File: src/rtl/mfp_pkg.sv
// mfp_pkg: shared widths and saturation helper for the MFP MAC datapath
package mfp_pkg;
  localparam int MFP_SATCNT_W = 16;
  function automatic longint mfp_max_pos(input int w);
    return (longint'(1) << (w - 1)) - 1;
  endfunction
endpackage

File: src/rtl/mfp_round_sat.sv
// mfp_round_sat: drop FracDrop LSBs (floor or round half-up) and clamp symmetrically to OutW
module mfp_round_sat
  import mfp_pkg::*;
#(
  parameter int InW      = 24,
  parameter int FracDrop = 7,
  parameter int OutW     = 8,
  parameter int isFloor  = 1
) (
  input  logic [InW-1:0]  acc_in,
  output logic [OutW-1:0] value,
  output logic            sat
);
  localparam int W = InW + 1;
  localparam logic signed [W-1:0] RND   = isFloor != 0 ? '0 : W'(1) << (FracDrop - 1);
  localparam logic signed [W-1:0] MAX_V = W'(mfp_max_pos(OutW));
  localparam logic signed [W-1:0] MIN_V = -MAX_V;
  logic signed [W-1:0] shd;
  logic hi, lo;
  // one extra bit keeps the rounding add from wrapping before the shift
  always_comb begin
    shd   = (W'($signed(acc_in)) + RND) >>> FracDrop;
    hi    = shd > MAX_V;
    lo    = shd < MIN_V;
    sat   = hi | lo;
    value = hi ? MAX_V[OutW-1:0] : lo ? MIN_V[OutW-1:0] : shd[OutW-1:0];
  end
endmodule

File: src/rtl/mfp_mac_accum.sv
// mfp_mac_accum: TapN-tap signed MAC with round/saturate output; MFP_MAC_SATCNT_EN enables sat_cnt
module mfp_mac_accum
  import mfp_pkg::*;
#(
  parameter int InW      = 8,
  parameter int CoefW    = 8,
  parameter int TapN     = 3,
  parameter int AccW     = 24,
  parameter int FracDrop = 7,
  parameter int OutW     = 8,
  parameter int isFloor  = 1
) (
  input  logic                    clk,
  input  logic                    rst,
  input  logic                    en,
  input  logic                    in_valid,
  output logic                    in_ready,
  input  logic [InW-1:0]          in_data,
  input  logic [CoefW-1:0]        in_coef,
  output logic                    out_valid,
  input  logic                    out_ready,
  output logic [OutW-1:0]         out_data,
  output logic                    out_sat,
  output logic [MFP_SATCNT_W-1:0] sat_cnt
);
  localparam int PW = InW + CoefW;
  localparam int TW = TapN > 1 ? $clog2(TapN) : 1;
  logic [TW-1:0] tap_q, tap_d;
  logic p_valid_q, p_valid_d, p_last_q, p_last_d, p_first_q, p_first_d;
  logic signed [PW-1:0] p_prod_q, p_prod_d;
  logic signed [AccW-1:0] acc_q, acc_d, sum;
  logic out_valid_q, out_valid_d, out_sat_q, out_sat_d;
  logic [OutW-1:0] out_data_q, out_data_d, rs_value;
  logic advance, accept, is_last, load, rs_sat;
  // handshake, tap tracking, product stage and accumulate/output stage
  always_comb begin
    advance     = en & ~(out_valid_q & ~out_ready);
    accept      = in_valid & advance;
    is_last     = tap_q == TW'(TapN - 1);
    tap_d       = accept ? (is_last ? '0 : tap_q + TW'(1)) : tap_q;
    p_valid_d   = advance ? accept : p_valid_q;
    p_prod_d    = accept ? PW'($signed(in_data)) * PW'($signed(in_coef)) : p_prod_q;
    p_last_d    = accept ? is_last : p_last_q;
    p_first_d   = accept ? tap_q == '0 : p_first_q;
    sum         = p_first_q ? AccW'(p_prod_q) : acc_q + AccW'(p_prod_q);
    acc_d       = advance & p_valid_q ? sum : acc_q;
    load        = advance & p_valid_q & p_last_q;
    out_valid_d = load | (out_valid_q & ~(en & out_ready));
    out_data_d  = load ? rs_value : out_data_q;
    out_sat_d   = load ? rs_sat : out_sat_q;
  end
  // pipeline registers; reset discards any partial group
  always_ff @(posedge clk) begin
    if (rst) begin
      tap_q       <= '0;
      p_valid_q   <= 1'b0;
      p_last_q    <= 1'b0;
      p_first_q   <= 1'b0;
      p_prod_q    <= '0;
      acc_q       <= '0;
      out_valid_q <= 1'b0;
      out_data_q  <= '0;
      out_sat_q   <= 1'b0;
    end else begin
      tap_q       <= tap_d;
      p_valid_q   <= p_valid_d;
      p_last_q    <= p_last_d;
      p_first_q   <= p_first_d;
      p_prod_q    <= p_prod_d;
      acc_q       <= acc_d;
      out_valid_q <= out_valid_d;
      out_data_q  <= out_data_d;
      out_sat_q   <= out_sat_d;
    end
  end
  mfp_round_sat #(.InW(AccW), .FracDrop(FracDrop), .OutW(OutW), .isFloor(isFloor)) u_rs (
    .acc_in(sum),
    .value (rs_value),
    .sat   (rs_sat)
  );
  assign in_ready  = advance;
  assign out_valid = out_valid_q;
  assign out_data  = out_data_q;
  assign out_sat   = out_sat_q;
`ifdef MFP_MAC_SATCNT_EN
  logic [MFP_SATCNT_W-1:0] sat_cnt_q, sat_cnt_d;
  // count clamped results, sticking at all-ones
  always_comb sat_cnt_d = (load & rs_sat & ~&sat_cnt_q) ? sat_cnt_q + MFP_SATCNT_W'(1) : sat_cnt_q;
  // saturation counter register
  always_ff @(posedge clk) begin
    if (rst) sat_cnt_q <= '0;
    else sat_cnt_q <= sat_cnt_d;
  end
  assign sat_cnt = sat_cnt_q;
`else
  assign sat_cnt = '0;
`endif
endmodule

File: config.mk
export PLATFORM = sky130hd
export DESIGN_NAME = mfp_mac_accum
export DESIGN_NICKNAME = d
export VERILOG_FILES = /design/src/rtl/mfp_pkg.sv /design/src/rtl/mfp_round_sat.sv /design/src/rtl/mfp_mac_accum.sv
export SDC_FILE = /design/constraint.sdc
export NUM_CORES = 1
export LEC_CHECK = 0
export CAP_MARGIN = 20
export CORE_AREA = 5 5 119 121
export CTS_CLUSTER_DIAMETER = 50
export CTS_CLUSTER_SIZE = 40
export DETAILED_ROUTE_END_ITERATION = 7
export DIE_AREA = 0 0 124 126
export PLACE_DENSITY = 0.76
export REMOVE_ABC_BUFFERS = 1
export SLEW_MARGIN = 20
export SYNTH_ARGS = -nofsm -noshare
export SYNTH_HDL_FRONTEND = slang
export SYNTH_SLANG_ARGS = --single-unit
File: constraint.sdc
create_clock -name clk -period 5.1 [get_ports clk]
set_input_delay 1.275 -clock clk [delete_from_list [all_inputs] [get_ports clk]]
set_output_delay 1.275 -clock clk [all_outputs]
set_load 0.03 [all_outputs]
Word level (Yosys, flattened, before mapping)
Index checks and enable logic that the tools add are counted.
Operators by class
  $add $sub $neg: 2
  multiply operators: 1
  magnitude comparators: 2
  equality and inequality tests: 1
  multiplexer cells: 4
  bitwise gates (word level): 12
  reductions and logical operators: 1
Operators by type and width (number)
  $add A24 B16 Y24: 1
  $mux W24: 1
  $gt A17 B8 Y1 const B: 1
  $lt A17 B8 Y1 const B: 1
  $mul A8 B8 Y16: 1
  $mux W8: 2
  $and A1 B1 Y1: 7
  $not A1 Y1: 3
  $add A2 B1 Y2 const B: 1
  $eq A2 B2 Y1 const B: 1
  $logic_not A2 Y1: 1
  $mux W2: 1
  $or A1 B1 Y1: 2
Word-level totals
  register bits after elaboration: 55
  bits of input ports: 21

Depth between registers and ports, before layout
  word-level depth: 7
  depth in mapped cells: 20
  mapped depth without buffers: 19

Cells and area by module
Synthesis repeated with hierarchy kept, for this count alone.
Second synthesis, totals
  cell total of the unflattened synthesis: 765
  area total of the unflattened synthesis: 6130.9 µm²
By module, submodules not included
  mfp_mac_accum: times used 1, cells an instance 743, area each 5993.2 µm²
  mfp_round_sat: times used 1, cells an instance 22, area each 137.6 µm²

Worst setup path before layout
OpenSTA, ideal clock, no wires.
  kind: input to register
  from: input port in_coef[4]
  to: register p_prod_q[12]
  arrival: 5.350 ns
  setup slack: -0.321 ns
  cell stages on the path: 17
  path through: clkbuf_1 -> nand2_1 -> fa_1 -> fa_1 -> fa_1 -> fa_1 -> inv_1 -> ha_1 -> nor2b_1 -> o21ai_0 -> a21boi_0 -> o21ai_0 -> a21oi_1 -> o21ai_0 -> a21boi_0 -> or3_1 -> a21oi_1
Between the ends
  word-level cells in the longest chain between the ends: 1
Ends and longest elaborated chain
  start, declared: RTL line mfp_mac_accum.sv:19  | input logic [CoefW-1:0] in_coef,
  $mul A8 B8 Y16: RTL line mfp_mac_accum.sv:42  | p_prod_d = accept ? PW'($signed(in_data)) * PW'($signed(in_coef)) : p_prod_q;
  end signal, assigned: RTL line mfp_mac_accum.sv:69  | p_prod_q <= p_prod_d;
  end, declared: RTL line mfp_mac_accum.sv:30  | logic signed [PW-1:0] p_prod_q, p_prod_d;
No other way between the ends.
A chain may end at the register's enable or synchronous reset.

Final worst setup path
  from: input port in_coef[1]
  to: register p_prod_q[12]
The elaborated chain is that of the path after synthesis.

==> impl_metrics.py <==
metrics = {
    "run_status": {
        "status": "complete, no violations",
    },
    "power_and_ir_drop": {
        "power.density_nw_per_um2": 391,
        "vdd_drop_max_uv": 431,
        "p_leak_uw": 0.00323,
    },
    "hold_path": {
        "hold_end": "acc_q[18]$_SDFFE_PP0P_",
        "hold_class": "flip-flop to flip-flop",
        "hold_start": "acc_q[18]$_SDFFE_PP0P_",
        "whs_path_depth": 2,
    },
    "synth": {
        "async_reset_ff_share_pct": 0,
        "synth_area_um2": 6320,
        "ys_warn_count": 0,
        "syn-mean-instance-area_um2": 8.14,
        "synth_ff_type": "dfxtp_1",
        "ys_types": 78,
        "yosysTopAreaCellShare_pct": 17.7,
        "synthCells": 776,
        "synth.area.top_cells": "fa_1, dfxtp_1, ha_1, inv_1, nand2_1",
        "synth_edf_count": 0,
        "synth_top_cell_by_area": "fa_1",
        "yosysSeqAreaShare_pct": 17.1,
        "synth-seq-cells": 54,
    },
    "floorplan": {
        "die_h_um": 126,
        "die_w_um": 124,
        "rows": 42,
        "io_pins": 48,
        "start_util_pct": 48.7,
        "core-area_um2": 13000,
        "fp.dieArea_um2": 15600,
    },
    "timing": {
        "slew_headroom_pct": 38.4,
        "period_needed_ns": 4.99,
        "max_freq_mhz": 200,
        "fin_ws_ns": 0.106,
        "post-route-period-util_pct": 97.9,
        "drv_slew": 0,
        "setup_viol": 0,
        "worst_slew_pin_slew_ns": 0.922,
        "skew_ns": 0.00986,
        "finalHoldViolCount": 0,
    },
    "cells_and_area": {
        "final_cell_mix": "inv_1, nand2_1, nor2_1",
        "layout.cells.non_filler": 1014,
        "multi_input_area_um2": 4930,
        "finish.instance_area_um2": 7410,
        "seqCellArea_um2": 1080,
        "final_nets": 966,
        "n_antenna_cell": 0,
        "fill_cells": 1148,
        "syn_to_final_growth_pct": 17.3,
        "drive_above_1_share_pct": 18.0,
        "final_common_cell": "inv_1",
    },
    "route": {
        "dr.pass1.iters": 5,
        "antenna_left": 0,
        "dr_total_vias": 5580,
        "wirelength_mm": 14.7,
        "avgViaCountPerCell": 5.50,
        "drc_errors": 0,
        "drtIter0Drc": 336,
        "wl_per_cell_um": 14.5,
    },
    "cts": {
        "clkTransAtPathRegs_ns": 0.08,
        "cts_tree": "built",
        "clkSinkCount": 54,
        "cts-htree-levels": 2,
        "clockBufferDepth": 2,
        "clk_latency_ns": 0.30,
        "numCtsBuffers": 5,
        "cts-hold-fix-buffers": 0,
        "clockRootBuffer": "clkbuf_16",
    },
    "worst_setup_path": {
        "crit_arrival_ns": 5.22,
        "worstPathMaxFanout": 6,
        "end_kind": "flip-flop",
        "rr_worst_depth": 10,
        "r2r-start": "p_prod_q[15]$_SDFFE_PP0P_",
        "crit_type": "input port to flip-flop",
        "startpoint_type": "input port",
        "worstPathRequired_ns": 5.32,
        "rrSetupSlack_ns": 1.46,
        "timing.rr.end": "out_data[0]$_SDFFE_PP0P_",
    },
    "place": {
        "placed_cell_area_um2": 7040,
        "post-place-cells": 1002,
        "gp_congestion": 0.884,
        "dp_hpwl_mm": 11.4,
        "io_buffers": 31,
        "pre_cts_ws_ns": -0.997,
    },
    "grt": {
        "antenna_found_initial": 0,
        "grt_start_max_net_pins": 40,
        "grtUsageTotal_pct": 19.2,
        "overflow": 0,
        "grt_pass1_wl_mm": 25.2,
        "grt_pass1_vias": 5508,
    },
    "run": {
        "drv_cap": 0,
    },
}
per-layer routing:
metal  vias up  wire length, um  GRT usage [%]
li1       2731                -              -
met1      2700             6470           26.2
met2       131             7470           33.1
met3        18              615           2.15
met4         0              167           3.41
met5         -                0              0
critical path, stage by stage:
cell	delay, ns
clkbuf_4	0.15
buf_4	0.14
and2_1	0.15
ha_2	0.17
fa_1	0.45
ha_1	0.28
inv_1	0.05
fa_1	0.44
inv_1	0.07
ha_2	0.18
inv_2	0.04
fa_2	0.41
nor2b_4	0.16
o21ai_4	0.09
a21boi_4	0.17
o21ai_2	0.09
a21oi_2	0.19
o21ai_2	0.10
nor3b_1	0.13
or3_1	0.34
a21oi_1	0.12
final cells by class:
class	instances	area share [%]
sequential	54	14.6
tap	176	2.97
clock inverter	2	0.220
clock buffer	6	1.74
inverter	92	4.66
multi-input combinational	598	66.6
timing repair buffer	86	9.19
repair_timing:
action	4_1_cts	5_1_grt
setup buffers	4	2
setup endpoints to repair	7	6
cloned	0	0
resized for setup	89	53
pin swaps	19	41
through the flow:
| stage | total power [uW] | utilization (%) | hold WS, ns | setup TNS [ns] |
|---|---|---|---|---|
| 2_1_floorplan | 1750 | - | 0.430 | -0.397 |
| 3_3_place_gp | 2220 | 54.2 | 0.452 | -4.81 |
| 3_5_place_dp | 2260 | 54.2 | 0.457 | -5.56 |
| 4_1_cts | 2710 | 55.9 | 0.466 | 0 |
| 5_1_grt | 3190 | 57.1 | 0.481 | -0.0359 |
| 6_report | 2900 | 57.1 | 0.468 | 0 |
how the worst max path moves through the flow:
stage | from | to | cells past startpoint
after global placement | in_coef[6] | p_prod_q[12]$_SDFFE_PP0P_ | 18
after detailed placement | in_coef[6] | p_prod_q[12]$_SDFFE_PP0P_ | 18
after global routing | in_coef[1] | p_prod_q[12]$_SDFFE_PP0P_ | 21
after CTS | in_data[7] | p_prod_q[15]$_SDFFE_PP0P_ | 17
final | in_coef[1] | p_prod_q[12]$_SDFFE_PP0P_ | 21
after floorplan | in_data[0] | p_prod_q[12]$_SDFFE_PP0P_ | 17
sequential cells by signal, summed over array words and instances (netlist names):
register / flops
acc_q: 24
out_data: 8
out_sat: 1
out_valid: 1
p_last_q: 1
p_prod_q: 16
p_valid_q: 1
tap_q: 2
cell families (layout without fill, tap and decap cells):
logic type | count (synthesis) | in the layout | share of synthesized area, %
fa+ha+maj | 108 | 108 | 28.1
mux | 7 | 7 | 1.19
compound gates | 166 | 166 | 19.4
other cells | 1 | 16 | 0.0594
simple gates | 280 | 280 | 22.0
buf+inv | 139 | 186 | 9.35
flops | 54 | 54 | 17.1
xor+xnor | 21 | 21 | 2.91
synth_stat cells (3+ instances only):
master    instances
a211o_1           3
a211oi_1         13
a21boi_0          6
a21o_1            7
a21oi_1          47
a311oi_1          3
a31oi_1           4
and2_1           36
and3_1           11
and4_1            3
buf_2             7
buf_4            16
clkbuf_1         22
dfxtp_1          54
fa_1             56
ha_1             52
inv_1            92
mux2i_1           6
nand2_1          83
nand2b_1          6
nand3_1          15
nand4_1           4
nor2_1           70
nor2b_1           6
nor3_1           21
nor3b_1           3
nor4b_1           3
o211ai_1         11
o21a_1            6
o21ai_0          22
o21ai_1           3
o31ai_2           3
o32ai_1           6
o41ai_1           3
or3_1             5
xnor2_1          15
xor2_1            6
where the power goes:
group,total [uW],switching (uW),internal [uW]
clock,348,164,185
combinational,2010,1080,937
sequential,533,65.2,468
(Power assumes the default switching activity.)
